===== config.mk =====
export PLATFORM = sky130hd
export DESIGN_NAME = bbb_array_scan_ctrl
export DESIGN_NICKNAME = d
export VERILOG_FILES = /design/src/rtl/bbb_array_pkg.sv /design/src/rtl/bbb_array_step_calc.sv /design/src/rtl/bbb_array_scan_ctrl.sv
export SDC_FILE = /design/constraint.sdc
export NUM_CORES = 1
export LEC_CHECK = 0
export CORE_ASPECT_RATIO = 1.1
export CORE_MARGIN = 4
export CORE_UTILIZATION = 25
export DETAILED_ROUTE_END_ITERATION = 7
export PLACE_DENSITY = 0.42
export SLEW_MARGIN = 20
export SYNTH_ARGS = -nofsm -noshare
export SYNTH_HDL_FRONTEND = slang
export SYNTH_SLANG_ARGS = --single-unit

===== constraint.sdc =====
create_clock -name clk -period 2.8 [get_ports clk]
set_input_delay 0.56 -clock clk [delete_from_list [all_inputs] [get_ports clk]]
set_output_delay 0.56 -clock clk [all_outputs]
set_load 0.01 [all_outputs]

===== src/rtl/bbb_array_pkg.sv =====
// Shared types and constants for the BBB microphone-array scan sequencer.
package bbb_array_pkg;

    typedef enum logic [1:0] {
        IDLE,
        CALC,
        RUN,
        DRAIN
    } scan_state_t;

    localparam int CALC_CYCLES = 9;
    localparam int STEP_MAX    = 7;
    localparam int CFG_W       = 8;

    typedef struct packed {
        logic [CFG_W-1:0] half_period;
        logic [CFG_W-1:0] sample_dly;
        logic             lr_sel;
    } scan_cfg_t;

endpackage


===== src/rtl/bbb_array_step_calc.sv =====
// Iterative divide of the free half-period time by the column count, clamped.
module bbb_array_step_calc
    import bbb_array_pkg::*;
#(
    parameter int NUM_COLS = 8,
    parameter int AVAIL_W  = 9
) (
    input  logic                      clk,
    input  logic                      reset,
    input  logic                      start,
    input  logic signed [AVAIL_W-1:0] avail,
    output logic                      done,
    output logic [3:0]                q,
    output logic                      valid
);

    localparam logic signed [AVAIL_W-1:0] COLS = AVAIL_W'(NUM_COLS);
    localparam logic [3:0] Q_MAX  = 4'(STEP_MAX + 1);
    localparam logic [3:0] CNT_END = 4'(CALC_CYCLES - 1);

    logic signed [AVAIL_W-1:0] rem_q, rem_d;
    logic [3:0] q_q, q_d;
    logic [3:0] cnt_q, cnt_d;
    logic       busy_q, busy_d;

    assign done  = busy_q && (cnt_q == CNT_END);
    assign q     = q_q;
    assign valid = (q_q != 4'd0);

    // One subtraction per cycle; eight steps cover the clamp at Q_MAX.
    always_comb begin
        rem_d  = rem_q;
        q_d    = q_q;
        cnt_d  = cnt_q;
        busy_d = busy_q;
        if (start) begin
            rem_d  = avail;
            q_d    = 4'd0;
            cnt_d  = 4'd0;
            busy_d = 1'b1;
        end else if (busy_q) begin
            if (done) begin
                busy_d = 1'b0;
            end else begin
                cnt_d = cnt_q + 4'd1;
                if (rem_q >= COLS && q_q < Q_MAX) begin
                    rem_d = rem_q - COLS;
                    q_d   = q_q + 4'd1;
                end
            end
        end
    end

    always_ff @(posedge clk or posedge reset) begin
        if (reset) begin
            rem_q  <= '0;
            q_q    <= '0;
            cnt_q  <= '0;
            busy_q <= 1'b0;
        end else begin
            rem_q  <= rem_d;
            q_q    <= q_d;
            cnt_q  <= cnt_d;
            busy_q <= busy_d;
        end
    end

endmodule


===== src/rtl/bbb_array_scan_ctrl.sv =====
// PDM clock / sample-pulse sequencer with checked runtime configuration.
module bbb_array_scan_ctrl
    import bbb_array_pkg::*;
#(
    parameter int NUM_COLS  = 8,
    parameter int HP_WIDTH  = 8,
    parameter int CNT_WIDTH = 16
) (
    input  logic                 clk,
    input  logic                 reset,
    input  logic                 en,
    input  logic                 cfg_valid,
    output logic                 cfg_ready,
    input  logic [HP_WIDTH-1:0]  cfg_half_period,
    input  logic [HP_WIDTH-1:0]  cfg_sample_dly,
    input  logic                 cfg_lr_sel,
    output logic                 pdm_clk,
    output logic                 pulse_lr,
    output logic                 lr_sel,
    output logic [2:0]           cnt_step,
    output logic                 frame_strobe,
    output logic [CNT_WIDTH-1:0] period_cnt,
    output logic                 running,
    output logic                 cfg_err
);

    scan_state_t state_q, state_d;
    scan_cfg_t   shadow_q, shadow_d;

    logic [HP_WIDTH-1:0]  h_q, h_d;
    logic [HP_WIDTH-1:0]  d_q, d_d;
    logic [HP_WIDTH-1:0]  hp_cnt_q, hp_cnt_d;
    logic                 phase_q, phase_d;
    logic                 lr_sel_q, lr_sel_d;
    logic [2:0]           cnt_step_q, cnt_step_d;
    logic                 cfg_loaded_q, cfg_loaded_d;
    logic                 cfg_err_q, cfg_err_d;
    logic                 pdm_clk_q, pdm_clk_d;
    logic                 pulse_lr_q, pulse_lr_d;
    logic                 frame_strobe_q, frame_strobe_d;
    logic [CNT_WIDTH-1:0] period_cnt_q, period_cnt_d;

    logic                 handshake;
    logic signed [HP_WIDTH:0] avail;
    logic                 calc_done;
    logic [3:0]           calc_q;
    logic                 calc_valid;
    logic                 cfg_ok;
    logic [3:0]           q_m1;
    logic [HP_WIDTH-1:0]  h_last;
    logic                 wrap;
    logic [HP_WIDTH-1:0]  hp_nxt;
    logic                 ph_nxt;
    logic                 frame_nxt;

    assign cfg_ready = (state_q == IDLE);
    assign handshake = cfg_valid && cfg_ready;
    assign running   = (state_q == RUN) || (state_q == DRAIN);

    assign avail = $signed({1'b0, cfg_half_period})
                 - $signed({1'b0, cfg_sample_dly})
                 - $signed((HP_WIDTH+1)'(1));

    bbb_array_step_calc #(
        .NUM_COLS (NUM_COLS),
        .AVAIL_W  (HP_WIDTH + 1)
    ) u_step_calc (
        .clk   (clk),
        .reset (reset),
        .start (handshake),
        .avail (avail),
        .done  (calc_done),
        .q     (calc_q),
        .valid (calc_valid)
    );

    assign cfg_ok = calc_valid
                 && (shadow_q.half_period >= CFG_W'(2))
                 && (shadow_q.sample_dly < shadow_q.half_period);
    assign q_m1   = calc_q - 4'd1;

    // Position of the waveform in the next cycle; outputs register from it.
    assign h_last    = h_q - HP_WIDTH'(1);
    assign wrap      = (hp_cnt_q == h_last);
    assign hp_nxt    = wrap ? '0 : hp_cnt_q + HP_WIDTH'(1);
    assign ph_nxt    = wrap ? ~phase_q : phase_q;
    assign frame_nxt = !ph_nxt && (hp_nxt == h_last);

    always_comb begin
        state_d        = state_q;
        shadow_d       = shadow_q;
        h_d            = h_q;
        d_d            = d_q;
        hp_cnt_d       = hp_cnt_q;
        phase_d        = phase_q;
        lr_sel_d       = lr_sel_q;
        cnt_step_d     = cnt_step_q;
        cfg_loaded_d   = cfg_loaded_q;
        cfg_err_d      = cfg_err_q;
        pdm_clk_d      = 1'b0;
        pulse_lr_d     = 1'b0;
        frame_strobe_d = 1'b0;
        period_cnt_d   = period_cnt_q;
        unique case (state_q)
            IDLE: begin
                if (handshake) begin
                    shadow_d.half_period = CFG_W'(cfg_half_period);
                    shadow_d.sample_dly  = CFG_W'(cfg_sample_dly);
                    shadow_d.lr_sel      = cfg_lr_sel;
                    state_d              = CALC;
                end else if (en && cfg_loaded_q) begin
                    state_d      = RUN;
                    hp_cnt_d     = '0;
                    phase_d      = 1'b1;
                    pdm_clk_d    = 1'b1;
                    pulse_lr_d   = (d_q == '0);
                    period_cnt_d = '0;
                end
            end
            CALC: begin
                if (calc_done) begin
                    state_d = IDLE;
                    if (cfg_ok) begin
                        h_d          = HP_WIDTH'(shadow_q.half_period);
                        d_d          = HP_WIDTH'(shadow_q.sample_dly);
                        lr_sel_d     = shadow_q.lr_sel;
                        cnt_step_d   = (q_m1 > 4'(STEP_MAX)) ? 3'(STEP_MAX)
                                                             : q_m1[2:0];
                        cfg_loaded_d = 1'b1;
                        cfg_err_d    = 1'b0;
                    end else begin
                        cfg_err_d = 1'b1;
                    end
                end
            end
            RUN, DRAIN: begin
                // A drain ends only after a complete period has been emitted.
                if (state_q == DRAIN && frame_strobe_q) begin
                    state_d  = IDLE;
                    hp_cnt_d = '0;
                    phase_d  = 1'b0;
                end else begin
                    if (state_q == RUN && !en) begin
                        state_d = DRAIN;
                    end
                    hp_cnt_d       = hp_nxt;
                    phase_d        = ph_nxt;
                    pdm_clk_d      = ph_nxt;
                    pulse_lr_d     = (hp_nxt == d_q);
                    frame_strobe_d = frame_nxt;
                    if (frame_nxt) begin
                        period_cnt_d = period_cnt_q + CNT_WIDTH'(1);
                    end
                end
            end
        endcase
    end

    always_ff @(posedge clk or posedge reset) begin
        if (reset) begin
            state_q        <= IDLE;
            shadow_q       <= '0;
            h_q            <= '0;
            d_q            <= '0;
            hp_cnt_q       <= '0;
            phase_q        <= 1'b0;
            lr_sel_q       <= 1'b0;
            cnt_step_q     <= '0;
            cfg_loaded_q   <= 1'b0;
            cfg_err_q      <= 1'b0;
            pdm_clk_q      <= 1'b0;
            pulse_lr_q     <= 1'b0;
            frame_strobe_q <= 1'b0;
            period_cnt_q   <= '0;
        end else begin
            state_q        <= state_d;
            shadow_q       <= shadow_d;
            h_q            <= h_d;
            d_q            <= d_d;
            hp_cnt_q       <= hp_cnt_d;
            phase_q        <= phase_d;
            lr_sel_q       <= lr_sel_d;
            cnt_step_q     <= cnt_step_d;
            cfg_loaded_q   <= cfg_loaded_d;
            cfg_err_q      <= cfg_err_d;
            pdm_clk_q      <= pdm_clk_d;
            pulse_lr_q     <= pulse_lr_d;
            frame_strobe_q <= frame_strobe_d;
            period_cnt_q   <= period_cnt_d;
        end
    end

    assign pdm_clk      = pdm_clk_q;
    assign pulse_lr     = pulse_lr_q;
    assign lr_sel       = lr_sel_q;
    assign cnt_step     = cnt_step_q;
    assign frame_strobe = frame_strobe_q;
    assign period_cnt   = period_cnt_q;
    assign cfg_err      = cfg_err_q;

endmodule


==> results of run 1 <==
[registers in the layout, indices dropped and copies added (netlist names)]
signal,flops
cfg_err,1
cnt_step,3
u_step_calc.busy_q,1
h_q,8
pulse_lr,1
pdm_clk,1
u_step_calc.q,4
u_step_calc.cnt_q,4
frame_strobe,1
shadow_q,17
lr_sel,1
d_q,8
cfg_loaded_q,1
state_q,2
phase_q,1
period_cnt,16
hp_cnt_q,8
u_step_calc.rem_q,9
[kinds of logic (layout without fill, tap and decap cells)]
logic type / count (synthesis) / after routing / share of synthesized area [%]
buffers and inverters: 65 / 163 / 5.00
flip-flops: 87 / 87 / 42.7
XOR/XNOR: 40 / 40 / 7.29
AND/OR/NAND/NOR: 185 / 185 / 18.1
AO/OA/AOI/OAI: 142 / 143 / 17.6
adder cells (fa/ha/maj): 25 / 25 / 6.23
multiplexers: 14 / 14 / 3.07
[cell type report]
| cell class | instances | area [um2] |
|---|---|---|
| Fill cell | 2050 | 13100 |
| Timing Repair Buffer | 110 | 992 |
| Inverter | 37 | 145 |
| Tap cell | 252 | 315 |
| Sequential cell | 87 | 2180 |
| Clock buffer | 10 | 239 |
| Multi-Input combinational cell | 407 | 2850 |
| Clock inverter | 6 | 90.1 |
[per-layer routing]
layer  vias up  wire (um)  GRT usage [%]
met5         -          0              0
met4         0        183           3.78
met3        12        404           2.84
met2        57       6230           19.8
met1      2066       6310           16.4
li1       2154          -              -
[worst min path at each step]
| stage | from | end | slack, ns | depth (start not counted) |
|---|---|---|---|---|
| 4_1_cts | cfg_loaded_q$_DFFE_PP0P_ | cfg_loaded_q$_DFFE_PP0P_ | 0.47 | 1 |
| 3_5_place_dp | cfg_loaded_q$_DFFE_PP0P_ | cfg_loaded_q$_DFFE_PP0P_ | 0.45 | 1 |
| 2_1_floorplan | cfg_loaded_q$_DFFE_PP0P_ | cfg_loaded_q$_DFFE_PP0P_ | 0.42 | 1 |
| 3_3_place_gp | cfg_loaded_q$_DFFE_PP0P_ | cfg_loaded_q$_DFFE_PP0P_ | 0.45 | 1 |
| 6_report | cfg_loaded_q$_DFFE_PP0P_ | cfg_loaded_q$_DFFE_PP0P_ | 0.47 | 1 |
| 5_1_grt | cfg_loaded_q$_DFFE_PP0P_ | cfg_loaded_q$_DFFE_PP0P_ | 0.50 | 1 |
[synth_stat cells (all sizes together) (3+ instances only)]
cell type	instances
nor2b	3
or4	7
inv	37
a21oi	32
nor3b	3
nor4	6
or3	5
nand2	79
nand3	17
o31ai	10
xnor2	28
a21o	7
and3	5
nor3	6
o221ai	3
nand3b	9
clkbuf	23
a22o	4
o21ai	55
buf	5
nand2b	7
nor2	27
xor2	11
ha	23
o21bai	4
a31oi	3
o211ai	3
mux2	13
dfrtp	87
nand4	4
[power by group]
part           switching, mW  internal (mW)  total [mW]
sequential             0.478           1.73        2.21
clock                  0.543          0.812        1.35
combinational           1.94           1.91        3.85
total                   2.96           4.45        7.42
[worst reg2reg max path, delay by kind of cell (launching register included)]
family | cells | cell delay [ns]
compound gates | 6 | 1.20
xor+xnor | 2 | 0.28
fa+ha+maj | 1 | 0.18
buf+inv | 3 | 0.41
flops | 1 | 0.39
simple gates | 1 | 0.33
[timing repair]
item,CTS,global route
gates resized for setup,15,23
setup endpoints to repair,15,16
gates cloned,2,0
hold buffers,0,0
buffers inserted,2,2
endpoints found under the hold margin,0,0
pin swaps,11,10
==> flow_summary_export.csv, run 1 <==
group,metric,value,unit
cells_and_area,final_common_cell,"dfrtp_1",
setup_path,arrival,3.14,ns
setup_path,crit_family,"compound AO/OA/AOI/OAI gates",
hold_path,worstHoldPathType,"reg -> reg",
floorplan,dieArea,22800,um2
synth,synth-seq-area-share,42.7,%
cells_and_area,final_core_util,34.2,%
setup_path,critPathLaunchType,"flop",
power_and_ir_drop,finalPower,7.42,mW
place,place.gp.congestion,0.852,
clocking,insertion_delay,0.35,ns
synth,yosys.area.top_type,"dfrtp_1",
synth,syn_nets,603,
setup_path,reg2reg_to,"period_cnt[7]$_DFFE_PP0P_",
power_and_ir_drop,cellLeakagePower,2.95,nW
synth,synth_warnings,0,
place,dp_hpwl,9.86,mm
synth,synth_edf_count,0,
timing,clock_skew,0.00905,ns
timing,max_freq,0.344,GHz
drt,wl_per_cell,14.4,um
power_and_ir_drop,power.density,1090,nW/um2
timing,relSlewSlack,58.1,%
synth,netlist.area_leader.share,42.7,%
clocking,htreeDepth,3,
clocking,cts_tree,"yes",
run_status,violations,"setup timing",
clocking,clkTransAtPathRegs,0.07,ns
synth,ys_async_sr_fraction,100,%
grt,grt_first_pass_wirelength,22.3,mm
drt,routed_wl,13.1,mm
clocking,cts.sinks,87,
setup_path,end_kind,"flop",
flow_run,cap_viol_max_count,0,
floorplan,die_x,144,um
synth,synth_area_per_cell,9.14,um2
drt,vias_per_cell,4.72,
timing,layout_setup_ws,-0.105,ns
timing,hold_viol,0,
timing,setup_viol,12,
place,port_buffers,46,
clocking,cts_made_buffers,9,
timing,rsz0062_at_grt,"yes",
floorplan,initial_core_util,25.6,%
setup_path,critPathBufInv,3,
place,preCtsSetupSlack,-0.245,ns
grt,gr-usage-all-layers,12.3,%
synth,ys_ff_latch,87,
setup_path,max_stage_delay,0.39,ns
setup_path,critical_path_class,"reg -> reg",
setup_path,critPathRequiredTime,3.04,ns
setup_path,r2r-start,"h_q[0]$_DFFE_PP0P_",
setup_path,reg2reg_slack,-0.11,ns
synth,synth_cell_type_count,62,
cells_and_area,final_nets,697,
setup_path,path_max_fanout,5,
setup_path,critPathSlowestCell,"dfrtp_1",
grt,overflow,0,
floorplan,core,19900,um2
timing,fin_tns_setup,-0.543,ns
setup_path,reg2reg_depth,13,
place,dp.cells,887,
timing,finalCriticalPeriod,2.91,ns
setup_path,path_depth,13,
setup_path,worstPathCellList,"inv_4 -> ha_4 -> xnor2_4 -> xnor2_1 -> a211o_1 -> nor4_4 -> o21ai_2 -> o31ai_4 -> buf_4 -> a41oi_4 -> buf_6 -> o31ai_1 -> a21oi_2",
grt,grt_start_max_net_pins,33,
drt,vias,4289,
cells_and_area,layout_common_cells,"87 x dfrtp_1, 77 x nand2_1, 55 x buf_4",
drt,ant_nets,0,
run_status,outcome,"finished, violations left",
drt,drcViolationCount,0,
synth,netlist_instances,558,
floorplan,num_rows,54,
cells_and_area,areaGrowthSynthToFinish,33.5,%
drt,drt_iter0_drc,162,
cells_and_area,final_area,6810,um2
synth,ys.flop_type,"dfrtp_1",
cells_and_area,drive_gt1_share,19.3,%
clocking,cts_root_buffer,"clkbuf_16",
clocking,ctsLongestPathBuffers,2,
timing,hold_slack,0.472,ns
timing,tightest_slew,0.627,ns
setup_path,cp-startpoint,"h_q[0]$_DFFE_PP0P_",
power_and_ir_drop,ir_drop,0.386,mV
setup_path,crit_path_end,"period_cnt[7]$_DFFE_PP0P_",
cells_and_area,antennaDiodeCount,0,
drt,firstDrtPassIters,6,
grt,antenna_found_initial,0,
timing,drv_slew,0,
floorplan,ios,47,
synth,synthTopCellsByArea,"dfrtp_1 43%, nand2_1 5.8%, ha_1 5.6%, o21ai_0 5.3%, xnor2_1 4.6%",
floorplan,die-height,158,um
timing,fin_crit_sh,104,%
place,placed_area,6280,um2
grt,grt_pass1_vias,4372,
cells_and_area,layout.cells.non_filler,909,
synth,syn-cell-area,5100,um2
Note: power is estimated with default switching activity, not from simulation.
==> run 2, diff against run 1 <==
CTS_CLUSTER_DIAMETER = 80   (was unset)
==> results of run 2 <==
Final layout, timing and power as in run 1 (identical DEF).
==> variant 1, RTL diff (flow settings as in run 1) <==
Take the reset off `h_q` and load it in a clocked block of its own.
--- a/src/rtl/bbb_array_scan_ctrl.sv
+++ b/src/rtl/bbb_array_scan_ctrl.sv
@@ -160,7 +160,6 @@
         if (reset) begin
             state_q        <= IDLE;
             shadow_q       <= '0;
-            h_q            <= '0;
             d_q            <= '0;
             hp_cnt_q       <= '0;
             phase_q        <= 1'b0;
@@ -175,7 +174,6 @@
         end else begin
             state_q        <= state_d;
             shadow_q       <= shadow_d;
-            h_q            <= h_d;
             d_q            <= d_d;
             hp_cnt_q       <= hp_cnt_d;
             phase_q        <= phase_d;
@@ -190,6 +188,10 @@
         end
     end
 
+    always_ff @(posedge clk) begin
+        h_q <= h_d;
+    end
+
     assign pdm_clk      = pdm_clk_q;
     assign pulse_lr     = pulse_lr_q;
     assign lr_sel       = lr_sel_q;
Behaviour: same outputs for any inputs over 10 cycles, from zero or initial values and one cycle with reset high; that may be too few to reach the edited logic, so the function may still have changed.
==> variant 1 against run 1 <==
- the run still ends with negative setup slack left
- power fell by 24%
- sequential cell count did not move
- design area rose by 1.9%
- synthesized area rose by 2.3%
- wire length rose by 4.7%
- combinational power fell by 42%
- highest routed layer unchanged
- critical endpoint is now period_cnt[10]
- setup slack got worse by 0.14 ns
==> variant 1: results (changes against run 1) <==
pwr.group.clock_mw: 1.23  # was 1.35 mW
met3_usage_pct: 2.420  # was 2.840%
peakVddDrop_v: 0.0003629  # was 0.0003865 V
dr_wl_met2_mm: 6.786  # was 6.229 mm
globalplace.congestion: 0.8157  # was 0.8519
drive_gt1_share_pct: 19.67  # was 19.33%
drt_pre_antenna_iters: 4  # was 6
p_clk_share_pct: 21.8  # was 18.3%
syn_nets: 598  # was 603
met1_usage_pct: 15.46  # was 16.40%
layout_setup_ws_ns: -0.2409  # was -0.1052 ns
final_cells: 917  # was 909
seq_cell_power_mw: 2.14  # was 2.21 mW
critPathMaxFanout: 8  # was 5
synth_edf_count: 8  # was 0
p_int_mw: 3.466  # was 4.455 mW
pre_cts_slack_ns: -0.3358  # was -0.2453 ns
num_vias: 4343  # was 4289
p_leak_nw: 3.024  # was 2.945 nW
crit_arrival_ns: 3.27  # was 3.14 ns
place_area_sq_um: 6395  # was 6279 sq um
drt-met1-wl_mm: 6.295  # was 6.309 mm
ctsResizeCount: 22  # was 15
grt_pass1_wl_mm: 22.90  # was 22.26 mm
worst_hold_slack_ns: 0.4513  # was 0.4719 ns
status: "finished with violations"  # unchanged
slowest_stage: "or4b_4"  # was dfrtp_1
fin_nets: 701  # was 697
violations: "negative setup slack"  # unchanged
placed_cells: 894  # was 887
grt_util_met2_pct: 20.56  # was 19.82%
routed_wl_mm: 13.74  # was 13.13 mm
ys_seq_area_share_pct: 42.49  # was 42.69%
clock_skew_ns: 0.005591  # was 0.009049 ns
setup_viol: 17  # was 12
## variant 1: path summary, 6_finish.rpt
check	from	to	cells after the start
max	h_q[0]	period_cnt[10]	13
min	shadow_q[16]	h_q[7]	0
max reg2reg	h_q[0]	period_cnt[10]	13
min reg2reg	shadow_q[16]	h_q[7]	0
max in group asynchronous	reset	shadow_q[10]	3
min in group asynchronous	reset	period_cnt[2]	2
## variant 1: logic make-up after synthesis
kind of cell	synth area share, %
AND/OR/NAND/NOR	19.83
XOR/XNOR	8.297
multiplexers	3.453
buffers and inverters	4.772
adder cells (fa/ha/maj)	5.899
flip-flops	42.49
AO/OA/AOI/OAI	15.25
## variant 1: layout make-up
type	count	area [sq um]	share of cell area, %
clock buffer	9	225.2	3.245
tap	256	320.3	4.615
sequential	87	2217	31.95
timing repair buffer	114	1037	14.94
inverter	39	147.6	2.127
multi-input combinational	405	2922	42.09
clock inverter	7	71.32	1.028
==> variant 2, RTL diff (settings of run 1) <==
Made on the original files. Set the parameter `HP_WIDTH` to 10 (it was 8).
--- a/src/rtl/bbb_array_scan_ctrl.sv
+++ b/src/rtl/bbb_array_scan_ctrl.sv
@@ -3,7 +3,7 @@
     import bbb_array_pkg::*;
 #(
     parameter int NUM_COLS  = 8,
-    parameter int HP_WIDTH  = 8,
+    parameter int HP_WIDTH  = 10,
     parameter int CNT_WIDTH = 16
 ) (
     input  logic                 clk,
Ports: changed (resized cfg_half_period and cfg_sample_dly); port bits go from 47 to 51. The function was not compared with the original's and may differ.
==> variant 2 against run 1 <==
- the flow still finishes with violations (negative setup slack)
- synthesized area up 8.2%
- global-route usage up 0.12 points
- maximum frequency down 7.1%
- power down 15%
- final cell count up 12%
- setup slack worse by 0.22 ns
- design area up 9.8%
- critical path depth down 3
- sequential cell count up 4
- wire length up 14%
- critical endpoint is now period_cnt[10]
==> variant 2: results (changes against run 1) <==
status: "finished with violations"  # unchanged
violations: "negative setup slack"  # unchanged
critPathMaxFanout: 7  # was 5
r2r-end: "period_cnt[10]"  # was period_cnt[7]
hpwl_mm: 11.54  # was 9.858 mm
worst_r2r_path_depth: 10  # was 13
crit_arrival_ns: 3.38  # was 3.14 ns
syn_nets: 642  # was 603
sw_frac_of_total_pct: 37.90  # was 39.94%
pre_cts_slack_ns: -0.3641  # was -0.2453 ns
top_register: "shadow_q"  # unchanged
power_density_nw_per_um2: 845.7  # was 1089 nW/um^2
globalplace.congestion: 0.8528  # was 0.8519
drive_gt1_share_pct: 20.88  # was 19.33%
synth_cell_types: 64  # was 62
place_area_sq_um: 7019  # was 6279 sq um
synthTopCellsByCount: "dfrtp_1, nand2_1, inv_1"  # was dfrtp_1, nand2_1, o21ai_0
seqPwrFrac_pct: 35.7  # was 29.8%
ys_seq_area_share_pct: 41.28  # was 42.69%
grt_pass1_vias: 4730  # was 4372
path_delay_family: "simple AND/OR/NAND/NOR gates"  # was compound AO/OA/AOI/OAI gates
p_leak_nw: 3.223  # was 2.945 nW
relSlewSlack_pct: 54.76  # was 58.13%
cts_sinks: 91  # was 87
fin_nets: 774  # was 697
grt_max_degree: 50  # was 33
port_buffers: 50  # was 46
layout_setup_ws_ns: -0.3284  # was -0.1052 ns
drt-wirelength-per-cell_microns: 14.73  # was 14.44 microns
clk_latency_ns: 0.36
slowest_stage: "or4_1"  # was dfrtp_1
clock_skew_ns: 0.01103  # was 0.009049 ns
drt_pre_antenna_iters: 4  # was 6
grt_pass1_wl_mm: 24.30  # was 22.26 mm
setup_viol: 17  # was 12
drtIter0Drc: 238  # was 162
ff2ff_setup_slack_ns: -0.33  # was -0.11 ns
num_vias: 4765  # was 4289
slowest_delay_ns: 0.51  # was 0.39 ns
grt_usage_pct: 12.41  # was 12.28%
peakVddDrop_v: 0.0002938  # was 0.0003865 V
yosys-top-cells-area: "dfrtp_1, ha_1, nand2_1"  # was dfrtp_1, nand2_1, ha_1
fillers: 2229  # was 2050
hp-class: "flip-flop to flip-flop"  # unchanged
-- variant 2: metal layers --
metal | share of wire [%] | track usage, % | vias to the layer above
met5 | 0 | 0 | -
met4 | 2.1 | 4.786 | 0
met3 | 3.6 | 2.152 | 22
met2 | 48 | 20.82 | 103
met1 | 47 | 15.94 | 2283
li1 | - | - | 2357
-- variant 2: worst min-delay path by stage --
stage,end,slack [ns],cells after the start
CTS,cfg_loaded_q,0.48,1
finish,cfg_loaded_q,0.47,1
detailed placement,cfg_loaded_q,0.46,1
floorplan,cfg_loaded_q,0.42,1
global route,cfg_loaded_q,0.50,1
global placement,cfg_loaded_q,0.44,1
-- variant 2: area by class of cell --
| cell class | instances | share of cell area (%) |
|---|---|---|
| multi-input combinational | 435 | 41.84 |
| sequential | 91 | 30.45 |
| timing repair buffer | 143 | 16.41 |
| tap | 290 | 4.852 |
| clock buffer | 10 | 3.062 |
| inverter | 43 | 2.208 |
| clock inverter | 6 | 1.171 |
-- variant 2: repair_timing --
| item | 4_1_cts | 5_1_grt |
|---|---|---|
| resized for setup | 8 | 19 |
| setup buffers | 1 | 3 |
| pin swaps | 7 | 12 |
| endpoints found under the setup margin | 17 | 19 |
| cloned | 0 | 0 |
| hold buffers | 0 | 0 |
| hold endpoints to repair | 0 | 0 |
-- variant 2: stage by stage --
step	setup TNS, ns	std cells	util [%]
final	-3.859	1018	34.77
after global routing	-6.530	1018	34.77
after CTS	-3.617	1015	34.27
after detailed placement	-5.185	998	32.63
after global placement	-4.284	998	32.63
after floorplan	-3.198	591	-
-- variant 2: cells by family after synthesis --
kind of cell / synth area share [%]
compound gates: 14.63
buf+inv: 4.627
flops: 41.28
simple gates: 19.37
xor+xnor: 8.664
mux: 5.398
fa+ha+maj: 6.033
